$ cat config.mk
export PLATFORM = sky130hd
export DESIGN_NAME = io_controller
export DESIGN_NICKNAME = d
export VERILOG_FILES = /design/src/rtl/io_controller.sv
export SDC_FILE = /design/constraint.sdc
export NUM_CORES = 1
export LEC_CHECK = 0
export BUFFER_PORTS_ARGS = -buffer_cell sky130_fd_sc_hd__buf_2
export CAP_MARGIN = 0
export CORE_MARGIN = 2
export CORE_UTILIZATION = 49
export CTS_BUF_LIST = sky130_fd_sc_hd__clkbuf_16
export DETAILED_ROUTE_END_ITERATION = 8
export PLACE_DENSITY = 0.82
export SETUP_SLACK_MARGIN = 0.3
export SYNTH_ARGS = -nofsm -noshare
export SYNTH_HDL_FRONTEND = slang
export SYNTH_SLANG_ARGS = --single-unit
$ cat constraint.sdc
create_clock -name clock -period 2.37 [get_ports clock]
set_clock_uncertainty 0.05 [all_clocks]
set_input_delay 0.5925 -clock clock [delete_from_list [all_inputs] [get_ports clock]]
set_output_delay 0.5925 -clock clock [all_outputs]
set_load 0.005 [all_outputs]
$ cat src/rtl/io_controller.sv
// I/O controller for the IN/OUT instructions: debounced button capture of the switches,
// and sequential binary-to-BCD conversion onto four active-low 7-segment displays.
module io_controller #(
  parameter int DATA_WIDTH      = 32,
  parameter int SW_WIDTH        = 18,
  parameter int DEBOUNCE_CYCLES = 4
) (
  input  logic                  clock,
  input  logic                  resetN,
  input  logic [1:0]            opIo,
  input  logic [SW_WIDTH-1:0]   switches,
  input  logic                  buttonN,
  input  logic [DATA_WIDTH-1:0] dataOut,
  output logic [DATA_WIDTH-1:0] readData,
  output logic                  waitFlag,
  output logic [27:0]           displays
);

  localparam int              CNT_W    = $clog2(DEBOUNCE_CYCLES + 1);
  localparam logic [CNT_W-1:0] CNT_LAST = CNT_W'(DEBOUNCE_CYCLES - 1);
  localparam logic [6:0]      SEG_DASH = 7'b1111110;
  localparam logic [6:0]      SEG_ZERO = 7'b0000001;

  typedef enum logic [2:0] {
    S_IDLE       = 3'd0,
    S_IN_PRESS   = 3'd1,
    S_IN_RELEASE = 3'd2,
    S_OUT_CONV   = 3'd3,
    S_DONE       = 3'd4
  } state_t;

  state_t                state_q, state_d;
  logic                  sync1_q, sync2_q, btn_q;
  logic [CNT_W-1:0]      db_cnt_q;
  logic [13:0]           conv_q, conv_d;
  logic                  over_q, over_d;
  logic [15:0]           bcd_q, bcd_d, bcd_next_s;
  logic [3:0]            iter_q, iter_d;
  logic [DATA_WIDTH-1:0] read_q, read_d;
  logic [27:0]           disp_q, disp_d;
  logic                  wait_s;

  function automatic logic [6:0] seg7(input logic [3:0] digit);
    logic [6:0] seg;
    case (digit)
      4'd0:    seg = 7'b0000001;
      4'd1:    seg = 7'b1001111;
      4'd2:    seg = 7'b0010010;
      4'd3:    seg = 7'b0000110;
      4'd4:    seg = 7'b1001100;
      4'd5:    seg = 7'b0100100;
      4'd6:    seg = 7'b0100000;
      4'd7:    seg = 7'b0001111;
      4'd8:    seg = 7'b0000000;
      4'd9:    seg = 7'b0000100;
      default: seg = SEG_DASH;
    endcase
    return seg;
  endfunction

  // One double-dabble step: correct digits >= 5, then shift in the next binary bit.
  function automatic logic [15:0] dabble_step(input logic [15:0] bcd, input logic bit_in);
    logic [15:0] adj;
    for (int i = 0; i < 4; i++) begin
      if (bcd[4*i +: 4] >= 4'd5) begin
        adj[4*i +: 4] = bcd[4*i +: 4] + 4'd3;
      end else begin
        adj[4*i +: 4] = bcd[4*i +: 4];
      end
    end
    return {adj[14:0], bit_in};
  endfunction

  always_ff @(posedge clock or negedge resetN) begin
    if (!resetN) begin
      sync1_q  <= 1'b0;
      sync2_q  <= 1'b0;
      btn_q    <= 1'b0;
      db_cnt_q <= '0;
    end else begin
      sync1_q <= ~buttonN;
      sync2_q <= sync1_q;
      // btn follows the synchronized level only after an unbroken run of mismatches.
      if (sync2_q != btn_q) begin
        if (db_cnt_q == CNT_LAST) begin
          btn_q    <= sync2_q;
          db_cnt_q <= '0;
        end else begin
          db_cnt_q <= db_cnt_q + CNT_W'(1);
        end
      end else begin
        db_cnt_q <= '0;
      end
    end
  end

  always_ff @(posedge clock or negedge resetN) begin
    if (!resetN) begin
      state_q <= S_IDLE;
      conv_q  <= '0;
      over_q  <= 1'b0;
      bcd_q   <= '0;
      iter_q  <= '0;
      read_q  <= '0;
      disp_q  <= {4{SEG_ZERO}};
    end else begin
      state_q <= state_d;
      conv_q  <= conv_d;
      over_q  <= over_d;
      bcd_q   <= bcd_d;
      iter_q  <= iter_d;
      read_q  <= read_d;
      disp_q  <= disp_d;
    end
  end

  always_comb begin
    state_d    = state_q;
    conv_d     = conv_q;
    over_d     = over_q;
    bcd_d      = bcd_q;
    iter_d     = iter_q;
    read_d     = read_q;
    disp_d     = disp_q;
    bcd_next_s = dabble_step(bcd_q, conv_q[13]);
    case (state_q)
      S_IDLE: begin
        if (opIo == 2'b01) begin
          state_d = S_IN_PRESS;
        end else if (opIo == 2'b10) begin
          state_d = S_OUT_CONV;
          conv_d  = dataOut[13:0];
          over_d  = (dataOut > DATA_WIDTH'(14'd9999));
          bcd_d   = '0;
          iter_d  = '0;
        end else begin
          state_d = S_IDLE;
        end
      end
      S_IN_PRESS: begin
        if (btn_q) begin
          read_d  = DATA_WIDTH'(switches);
          state_d = S_IN_RELEASE;
        end else begin
          state_d = S_IN_PRESS;
        end
      end
      S_IN_RELEASE: begin
        if (!btn_q) begin
          state_d = S_DONE;
        end else begin
          state_d = S_IN_RELEASE;
        end
      end
      S_OUT_CONV: begin
        bcd_d  = bcd_next_s;
        conv_d = {conv_q[12:0], 1'b0};
        iter_d = iter_q + 4'd1;
        // The 14th shift completes the BCD value, so it is latched in the same cycle.
        if (iter_q == 4'd13) begin
          state_d = S_DONE;
          if (over_q) begin
            disp_d = {4{SEG_DASH}};
          end else begin
            disp_d = {seg7(bcd_next_s[15:12]), seg7(bcd_next_s[11:8]),
                      seg7(bcd_next_s[7:4]), seg7(bcd_next_s[3:0])};
          end
        end else begin
          state_d = S_OUT_CONV;
        end
      end
      S_DONE: begin
        state_d = S_IDLE;
      end
      default: begin
        state_d = S_IDLE;
      end
    endcase
  end

  always_comb begin
    wait_s = 1'b0;
    case (state_q)
      S_IDLE:                               wait_s = (opIo == 2'b01) || (opIo == 2'b10);
      S_IN_PRESS, S_IN_RELEASE, S_OUT_CONV: wait_s = 1'b1;
      default:                              wait_s = 1'b0;
    endcase
  end

  // Gated by resetN so the PC never stalls while the controller is held in reset.
  assign waitFlag = resetN & wait_s;
  assign readData = read_q;
  assign displays = disp_q;

endmodule

==> results of run 1 <==
## routing by layer
layer / vias up / share of wire / track usage
li1: 1985 / - / -
met1: 2156 / 0.38 / 0.293
met2: 208 / 0.52 / 0.435
met3: 51 / 0.063 / 0.0547
met4: 0 / 0.041 / 0.0841
met5: - / 0 / 0
## sequential cells by signal (all words and copies together), names as in the netlist
name and cells:
db_cnt_q 3, readData 18, state_q 3, iter_q 4
conv_q 14, sync2_q 1, sync1_q 1, bcd_q 16
displays 28, over_q 1, btn_q 1
## power breakdown
group	total, mW	internal [mW]	switching, mW
registers	2.64	2.07	0.572
logic	4.96	2.38	2.58
clock network	1.38	0.799	0.585
## cells in the mapped netlist (3+ instances only)
cell type  count  area (µm²)
nand2b_1       8        50.1
nor2_1        38         143
dfstp_2        4         105
a22oi_1       13        97.6
nand4_1        3        18.8
nand2_1       68         255
ha_1          19         238
o31ai_1        5        37.5
dfrtp_1       86        2150
nand3_1        7        35.0
nor2b_1        4        25.0
buf_4         16         120
or2_1          3        18.8
a31oi_1        7        43.8
and3_1         3        18.8
o22ai_1       19         119
nor3_1         9        45.0
clkbuf_1      12        45.0
a211oi_1       7        52.6
inv_1         21        78.8
o21ai_0       18        90.1
o21a_1         3        22.5
o21bai_1       3        22.5
or3_1          5        31.3
mux2_2        20         225
nor4_1         5        31.3
buf_2          8        40.0
a21oi_1       26         130
o22a_1         5        43.8
a21o_1         4        30.0
nor3b_1        3        22.5
o21ai_1        4        20.0
## final cells by class
class,instances,area (µm²)
clock inverter,7,55.1
sequential,90,2260
inverter,22,85.1
clock buffer,9,225
fill,656,2910
tap,129,161
multi-input combinational,355,2700
timing repair buffer,148,885
## stage by stage
step | worst slack [ns] | instances
2_1_floorplan | 0.267 | 504
3_3_place_gp | 0.136 | 705
5_1_grt | 0.0131 | 760
4_1_cts | 0.275 | 749
3_5_place_dp | 0.0174 | 705
6_report | 0.144 | 760
## how the worst max path moves through the flow
stage                               end  slack (ns)  cells past startpoint
2_1_floorplan  displays[10]$_DFFE_PN0P_        0.27                      9
3_3_place_gp   displays[24]$_DFFE_PN0P_        0.14                      9
3_5_place_dp   displays[24]$_DFFE_PN0P_        0.02                      9
4_1_cts        displays[24]$_DFFE_PN0P_        0.28                      8
5_1_grt        displays[17]$_DFFE_PN0P_        0.01                      9
6_report       displays[17]$_DFFE_PN0P_        0.14                      9
## worst max-delay path: cells and delay by family, from the launching register on
| kind | cells | cell delay, ns |
|---|---|---|
| simple gates | 3 | 0.83 |
| flops | 1 | 0.43 |
| compound gates | 2 | 0.39 |
| fa+ha+maj | 1 | 0.18 |
| buf+inv | 3 | 0.29 |
## repair_timing
action	in CTS	in global routing
gates resized for setup	39	48
setup buffers	28	11
hold endpoints to repair	0	0
setup endpoints to repair	24	26
pin swaps	20	27
## cells by family after synthesis
logic type,Yosys count,share of synthesized area
multiplexers,21,0.0499
adder cells (fa/ha/maj),19,0.0504
XOR/XNOR,3,0.00557
AND/OR/NAND/NOR,172,0.176
buffers and inverters,59,0.0621
other,1,0.000795
flip-flops,90,0.479
AO/OA/AOI/OAI,126,0.176
==> flow_summary.toml, run 1 <==
[run_status]
outcome = "completed"

[clocking]
clkLatencyLatePin_ns = 0.34
cts_buffers = 9
htree_levels = 3
holdBufCountCts = 0
cts_tree = "yes"
clk_path_buf_depth = 2
clk_pin_slew_ns = 0.06
clock_sinks = 90
clock-root-buffer = "clkbuf_16"

[sta]
rsz0062_at_grt = "yes"
slew_headroom = 0.397
max_freq_ghz = 0.449
whs_ns = 0.250
min_period_ns = 2.23
worst_slew_pin_slew_ns = 0.901
hold_viol = 0
finalSetupViolations = 0
fin_setup_tns_ns = 0
slew_violations = 0
fin_crit_sh = 0.939

[critical_path]
required_ns = 2.60
critPathArrivalTime_ns = 2.46
cp_slowest_cell = "dfrtp_2"
cp-start-kind = "flip-flop"
ff2ff_path_depth = 9
worstSetupPathType = "flip-flop to flip-flop"
cp_max_fo = 5
cp-startpoint = "bcd_q[8]$_DFFE_PN0P_"
path_common_cell = "inv_2"
r2r-start = "bcd_q[8]$_DFFE_PN0P_"
path_cells = "inv_2 > ha_4 > and2b_2 > o21ai_2 > or2_1 > inv_2 > buf_4 > nor4b_1 > o32a_1"
cpPeakStageDelay_ns = 0.43
end_kind = "flip-flop"
reg2reg_to = "displays[17]$_DFFE_PN0P_"
r2r_slack_ns = 0.14

[placed_design]
dpl.hpwl_um = 7720
io_buffers = 101
placed_area_um2 = 5380
place_congestion = 0.927

[die]
start_util = 0.508
fp.dieH_um = 102
die_x_um = 102
die_area_um2 = 10400
num_io_pins = 116
core_um2 = 9280
rows = 35

[global_routing]
grt_pass1_vias = 4218
grt_pass1_wl_um = 20000
gr-usage-all-layers = 0.245
grt_max_degree = 91
antenna_found_initial = 0
gr-total-overflow = 0

[layout]
layout_common_cells = "buf_2 (100), dfrtp_1 (82), nand2_1 (67), buf_4 (44), nor2_1 (37)"
post-route-util = 0.687
design_area_um2 = 6370
insertedDiodeCount = 0
final_common_cell = "buf_2"
area_delta_synth_final_pct = 35.2
nets = 700
final_layout_size_suffix_gt1_frac = 0.426

[logic_synthesis]
synth_cell_type_count = 59
ys_seq_area_frac = 0.479
synth_area_per_cell_um2 = 9.60
synth-edff-count = 0
syn-cell-area_um2 = 4720
ys.flop_type = "dfrtp_1"
yosys_warnings = 0
synthArstFlopShare = 1.00
synth_cells = 491
ys_ff_latch = 90

[flow_run]
maxCapViolCount = 0

[pwr]
power.total_mw = 8.98
p_leak_nw = 3.02
ir_drop_mv = 0.581
p_per_area_nw_per_um2 = 1410

[worst_hold_path]
hold_class = "input port to async pin"

[routing]
dr.first_iter.drc_count = 364
postRouteAntennaNets = 0
drc = 0
vias = 4400
wl_per_cell_um = 18.1
drt-total-wl_um = 13700
via_per_inst = 5.79
dr.pass1.iters = 5
No activity file was read; power rests on OpenSTA's default activity.
==> inputs of run 2 (changes only) <==
--- a/config.mk
+++ b/config.mk
@@ -7,12 +7,15 @@
 export LEC_CHECK = 0
 export BUFFER_PORTS_ARGS = -buffer_cell sky130_fd_sc_hd__buf_2
 export CAP_MARGIN = 0
+export CELL_PAD_IN_SITES_DETAIL_PLACEMENT = 1
+export CELL_PAD_IN_SITES_GLOBAL_PLACEMENT = 2
 export CORE_MARGIN = 2
-export CORE_UTILIZATION = 49
-export CTS_BUF_LIST = sky130_fd_sc_hd__clkbuf_16
+export CORE_UTILIZATION = 30
+export CTS_BUF_LIST = sky130_fd_sc_hd__clkbuf_8
 export DETAILED_ROUTE_END_ITERATION = 8
-export PLACE_DENSITY = 0.82
+export PLACE_DENSITY = 0.83
 export SETUP_SLACK_MARGIN = 0.3
 export SYNTH_ARGS = -nofsm -noshare
 export SYNTH_HDL_FRONTEND = slang
 export SYNTH_SLANG_ARGS = --single-unit
+export TNS_END_PERCENT = 1
==> run 2 against run 1 <==
Net effect:
- flip-flop and latch count did not move
- via count fell by 7.6%
- register-to-register slack improved by 0.03 ns
- sequential power fell by 2%
- count of clock-buffer cells in the layout did not move
- worst setup slack improved by 0.032 ns
- first-iteration DRC count fell by 76%
- wire length fell by 7.2%
- sequential share of layout area rose by 1.9 points
==> flow_summary.toml, run 2 (synthesis results as in run 1) <==
[run_status]
outcome = "completed"

[global_routing]
antenna_found_initial = 0
grt_pass1_vias = 4295
gr-total-overflow = 0
grt_max_degree = 91
gr-usage-all-layers = 0.158
grt_pass1_wl_um = 21000

[die]
core_um2 = 15300
num_io_pins = 116
start_util = 0.309
rows = 45
die_area_um2 = 16700
die_x_um = 129
fp.dieH_um = 129

[routing]
dr.max_layer_used = "met4"
via_per_inst = 4.91
wl_met2_um = 6590
drc = 0
met1_length_um = 5400
dr.first_iter.drc_count = 88
postRouteAntennaNets = 0
wl_per_cell_um = 15.4
drt-total-wl_um = 12700
routed-wl-met3_um = 619
dr.pass1.iters = 4
vias = 4067

[critical_path]
worstSetupPathType = "flip-flop to flip-flop"
required_ns = 2.57
cpPeakStageDelay_ns = 0.40
cp-start-kind = "flip-flop"
end_kind = "flip-flop"
critPathArrivalTime_ns = 2.39
cp_slowest_cell = "dfrtp_1"
path_cells = "inv_2 > ha_4 > nand2b_4 > a211oi_4 > or2_1 > inv_2 > ha_4 > o31ai_2 > o21bai_1 > a21oi_1"
cp_top_family = "compound AO/OA/AOI/OAI gates"
path_buf_inv = 2
cp_max_fo = 2

[clocking]
cts_tree = "yes"
clkLatencyLatePin_ns = 0.37
clk_path_buf_depth = 2
clock_sinks = 90
cts_buffers = 9
htree_levels = 3
clock-root-buffer = "clkbuf_8"
clk_pin_slew_ns = 0.10

[layout]
area_delta_synth_final_pct = 28.4
layout_common_cells = "buf_2 (100), dfrtp_1 (83), nand2_1 (68), nor2_1 (36), buf_4 (34)"
insertedDiodeCount = 0
final_common_cell = "buf_2"
largest_register_ffs = 28
design_area_um2 = 6050
nets = 687
final_layout_size_suffix_gt1_frac = 0.371

[sta]
rsz0062_at_grt = "yes"
hold_viol = 0
setup_slack_ns = 0.176
whs_ns = 0.244
worst_slew_pin_slew_ns = 0.869
slew_headroom = 0.419
max_freq_ghz = 0.456
slew_violations = 0
finalSetupViolations = 0
min_period_ns = 2.19
fin_crit_sh = 0.926

[pwr]
p_leak_nw = 2.87
ir_drop_mv = 0.512
power.total_mw = 7.80
p_per_area_nw_per_um2 = 1290

[placed_design]
io_buffers = 101
post-place-ws_ns = -0.0133
placed_area_um2 = 5530
place_congestion = 0.828
dpl.hpwl_um = 9080

[worst_hold_path]
hold_class = "input port to async pin"

[flow_run]
maxCapViolCount = 0
-- run 2: changes by cell type in the layout (fill, tap and decap cells not counted), moves of 4 or more --
cell | previous run | this run
clkbuf_16 | 9 | 0
o21ai_1 | 1 | 7
ha_1 | 7 | 11
a21oi_2 | 9 | 5
o21ai_2 | 5 | 1
clkbuf_8 | 0 | 9
buf_4 | 44 | 34
a21oi_1 | 17 | 21
-- run 2: per-layer routing --
layer | up-vias | GRT usage
met2 | 96 | 0.288
met3 | 10 | 0.0413
met1 | 2016 | 0.188
li1 | 1945 | -
met5 | - | 0
met4 | 0 | 0.0326
-- run 2: timing repair --
item | CTS | global route
pin swaps | 11 | 7
buffers inserted | 18 | 1
endpoints found under the setup margin | 24 | 39
hold buffers | 0 | 0
gates resized for setup | 34 | 7
-- run 2: final cells by class --
class / instances / area (µm²)
flip-flops and latches: 90 / 2260
well taps: 211 / 264
clock buffers: 9 / 124
fillers: 1763 / 9210
clock inverters: 7 / 93.8
multi-input cells: 355 / 2450
repair buffers: 135 / 776
inverters: 22 / 85.1
-- run 2: report_power, final --
group          switching (mW)  total, mW  internal [mW]  leakage (nW)
logic                    2.10       4.06           1.95          1.61
registers               0.520       2.59           2.07          1.15
clock network           0.568       1.16          0.592         0.105
total                    3.19       7.80           4.61          2.87
-- run 2: metrics by stage --
stage               cells  TNS (ns)   util
floorplan             504         0      -
global placement      794         0  0.363
detailed placement    794   -0.0133  0.363
CTS                   828         0  0.394
global route          829         0  0.397
finish                829         0  0.397
-- run 2: path summary, 6_finish.rpt --
check	start	cells past startpoint	slack, ns	endpoint
min	resetN	2	0.24	displays[12]$_DFFE_PN0P_
max in group asynchronous	resetN	2	1.62	bcd_q[0]$_DFFE_PN0P_
max reg2reg	bcd_q[13]$_DFFE_PN0P_	10	0.18	displays[22]$_DFFE_PN0P_
min in group clock	buttonN	2	0.30	sync1_q$_DFF_PN0_
min reg2reg	sync1_q$_DFF_PN0_	0	0.30	sync2_q$_DFF_PN0_
max	bcd_q[13]$_DFFE_PN0P_	10	0.18	displays[22]$_DFFE_PN0P_
-- run 2: worst reg2reg max path: stages, from the launching register on --
cell and delay (ns):
dfrtp_1 0.40, inv_2 0.08, ha_4 0.17, nand2b_4 0.15, a211oi_4 0.25, or2_1 0.19, inv_2 0.07, ha_4 0.15
o31ai_2 0.31, o21bai_1 0.17, a21oi_1 0.08
==> inputs of run 3 (changes only) <==
==> constraint.sdc (replaced) <==
create_clock -name clock -period 2.37 [get_ports clock]
set_clock_uncertainty 0.05 [all_clocks]
set_input_delay 0.474 -clock clock [delete_from_list [all_inputs] [get_ports clock]]
set_output_delay 0.474 -clock clock [all_outputs]
set_load 0.005 [all_outputs]
==> run 3 against run 2 <==
Net effect:
- sequential share of layout area shrank 0.37 points
- power grew 0.97%
- register-to-register slack is essentially flat
- sequential power is essentially flat
- via count grew 0.22%
- critical path type unchanged
- hold slack lost 0.12 ns
- critical endpoint is now displays[17]$_DFFE_PN0P_
==> flow_summary.toml, run 3 (synthesis results as in run 1) <==
[sta]
fin_crit_sh = 0.924
finalSetupViolations = 0
max_freq_ghz = 0.457
min_period_ns = 2.19
hold_viol = 0
slew_violations = 0
fin_setup_tns_ns = 0
slew_headroom = 0.532
worst_slew_pin_slew_ns = 0.695
whs_ns = 0.121
setup_slack_ns = 0.180
rsz0062_at_grt = "yes"

[die]
core_um2 = 15300
num_io_pins = 116
die_area_um2 = 16700
die_x_um = 129
start_util = 0.309
rows = 45
fp.dieH_um = 129

[worst_hold_path]
hold_class = "input port to async pin"

[clocking]
clkLatencyLatePin_ns = 0.38
clk_path_buf_depth = 2
clock-root-buffer = "clkbuf_8"
clk_pin_slew_ns = 0.09
htree_levels = 3
cts_tree = "yes"
clock_sinks = 90
cts_buffers = 9

[placed_design]
placed_cells = 795
dpl.hpwl_um = 9150
post-place-ws_ns = 0.00617
io_buffers = 101
place_congestion = 0.815

[critical_path]
cp-start-kind = "flip-flop"
cp_slowest_cell = "dfrtp_1"
cp_max_fo = 6
end_kind = "flip-flop"
required_ns = 2.59
cpPeakStageDelay_ns = 0.44
worstSetupPathType = "flip-flop to flip-flop"
path_common_cell = "ha_2"
critPathArrivalTime_ns = 2.41
path_cells = "ha_2 > nand2b_4 > a211oi_2 > or2_1 > inv_2 > ha_2 > nor3_1 > o32a_1"

[global_routing]
grt_pass1_wl_um = 21100
grt_pass1_vias = 4318
gr-usage-all-layers = 0.158
grt_max_degree = 91
antenna_found_initial = 0
gr-total-overflow = 0

[routing]
drt-total-wl_um = 13200
via_per_inst = 4.92
dr.first_iter.drc_count = 192
drc = 0
wl_per_cell_um = 15.9
dr.pass1.iters = 4
postRouteAntennaNets = 0
vias = 4076

[pwr]
ir_drop_mv = 0.361
p_leak_nw = 2.89
p_per_area_nw_per_um2 = 1290

[layout]
area_delta_synth_final_pct = 29.6
nets = 687
fin_cells = 829
largest_register_ffs = 28
layout_common_cells = "buf_2 (100), dfrtp_1 (83), nand2_1 (68), nor2_1 (36), buf_4 (34)"
final_layout_size_suffix_gt1_frac = 0.392
final_common_cell = "buf_2"
insertedDiodeCount = 0

[flow_run]
maxCapViolCount = 0

[run_status]
outcome = "completed"
[run 3: changes by cell type in the layout (fill, tap and decap cells not counted), sizes merged]
cell      before  now
clkbuf         9   10
clkinvlp       2    1
[run 3: per-stage QoR]
stage | total power, mW | utilization | instance area [µm²]
6_report | 7.88 | 0.401 | 6110
2_1_floorplan | 4.95 | - | 4850
3_3_place_gp | 5.85 | 0.363 | 5540
3_5_place_dp | 6.06 | 0.363 | 5540
4_1_cts | 7.54 | 0.387 | 5910
5_1_grt | 8.50 | 0.401 | 6110
[run 3: routing by layer]
metal,GRT usage,routed length (µm)
met1,0.193,5590
met2,0.278,6820
met3,0.0454,669
met4,0.0358,136
met5,0,0
[run 3: layout make-up]
class	count	area [µm²]
clock inverters	6	90.1
multi-input cells	355	2500
clock buffers	10	138
well taps	211	264
flip-flops and latches	90	2260
fillers	1755	9150
repair buffers	135	776
inverters	22	85.1
[run 3: worst paths after layout]
check / startpoint / to / slack, ns / cells past startpoint
worst max-delay path: bcd_q[8]$_DFFE_PN0P_ / displays[17]$_DFFE_PN0P_ / 0.18 / 8
worst min-delay path: resetN / bcd_q[7]$_DFFE_PN0P_ / 0.12 / 2
max in group asynchronous: resetN / displays[21]$_DFFE_PN1P_ / 1.78 / 2
worst max register to register: bcd_q[8]$_DFFE_PN0P_ / displays[17]$_DFFE_PN0P_ / 0.18 / 8
worst min register to register: sync1_q$_DFF_PN0_ / sync2_q$_DFF_PN0_ / 0.31 / 0
min in group clock: buttonN / sync1_q$_DFF_PN0_ / 0.17 / 2
[run 3: what timing repair did]
action                     CTS  global route
setup buffers               10             8
setup endpoints to repair   24            42
gates resized for setup     18            36
pin swaps                    5            14
hold buffers                 0             0
[run 3: critical path: cells and delay by family, from the launching register on]
kind / cells / cell delay (ns)
simple gates: 3 / 0.40
fa+ha+maj: 2 / 0.54
compound gates: 2 / 0.58
flops: 1 / 0.44
buf+inv: 1 / 0.08
[run 3: where the power goes]
| part | leakage [nW] | internal (mW) | total (mW) | switching, mW |
|---|---|---|---|---|
| registers | 1.15 | 2.07 | 2.60 | 0.534 |
| clock network | 0.112 | 0.624 | 1.20 | 0.579 |
| logic | 1.63 | 1.91 | 4.08 | 2.16 |
| total | 2.89 | 4.60 | 7.88 | 3.28 |
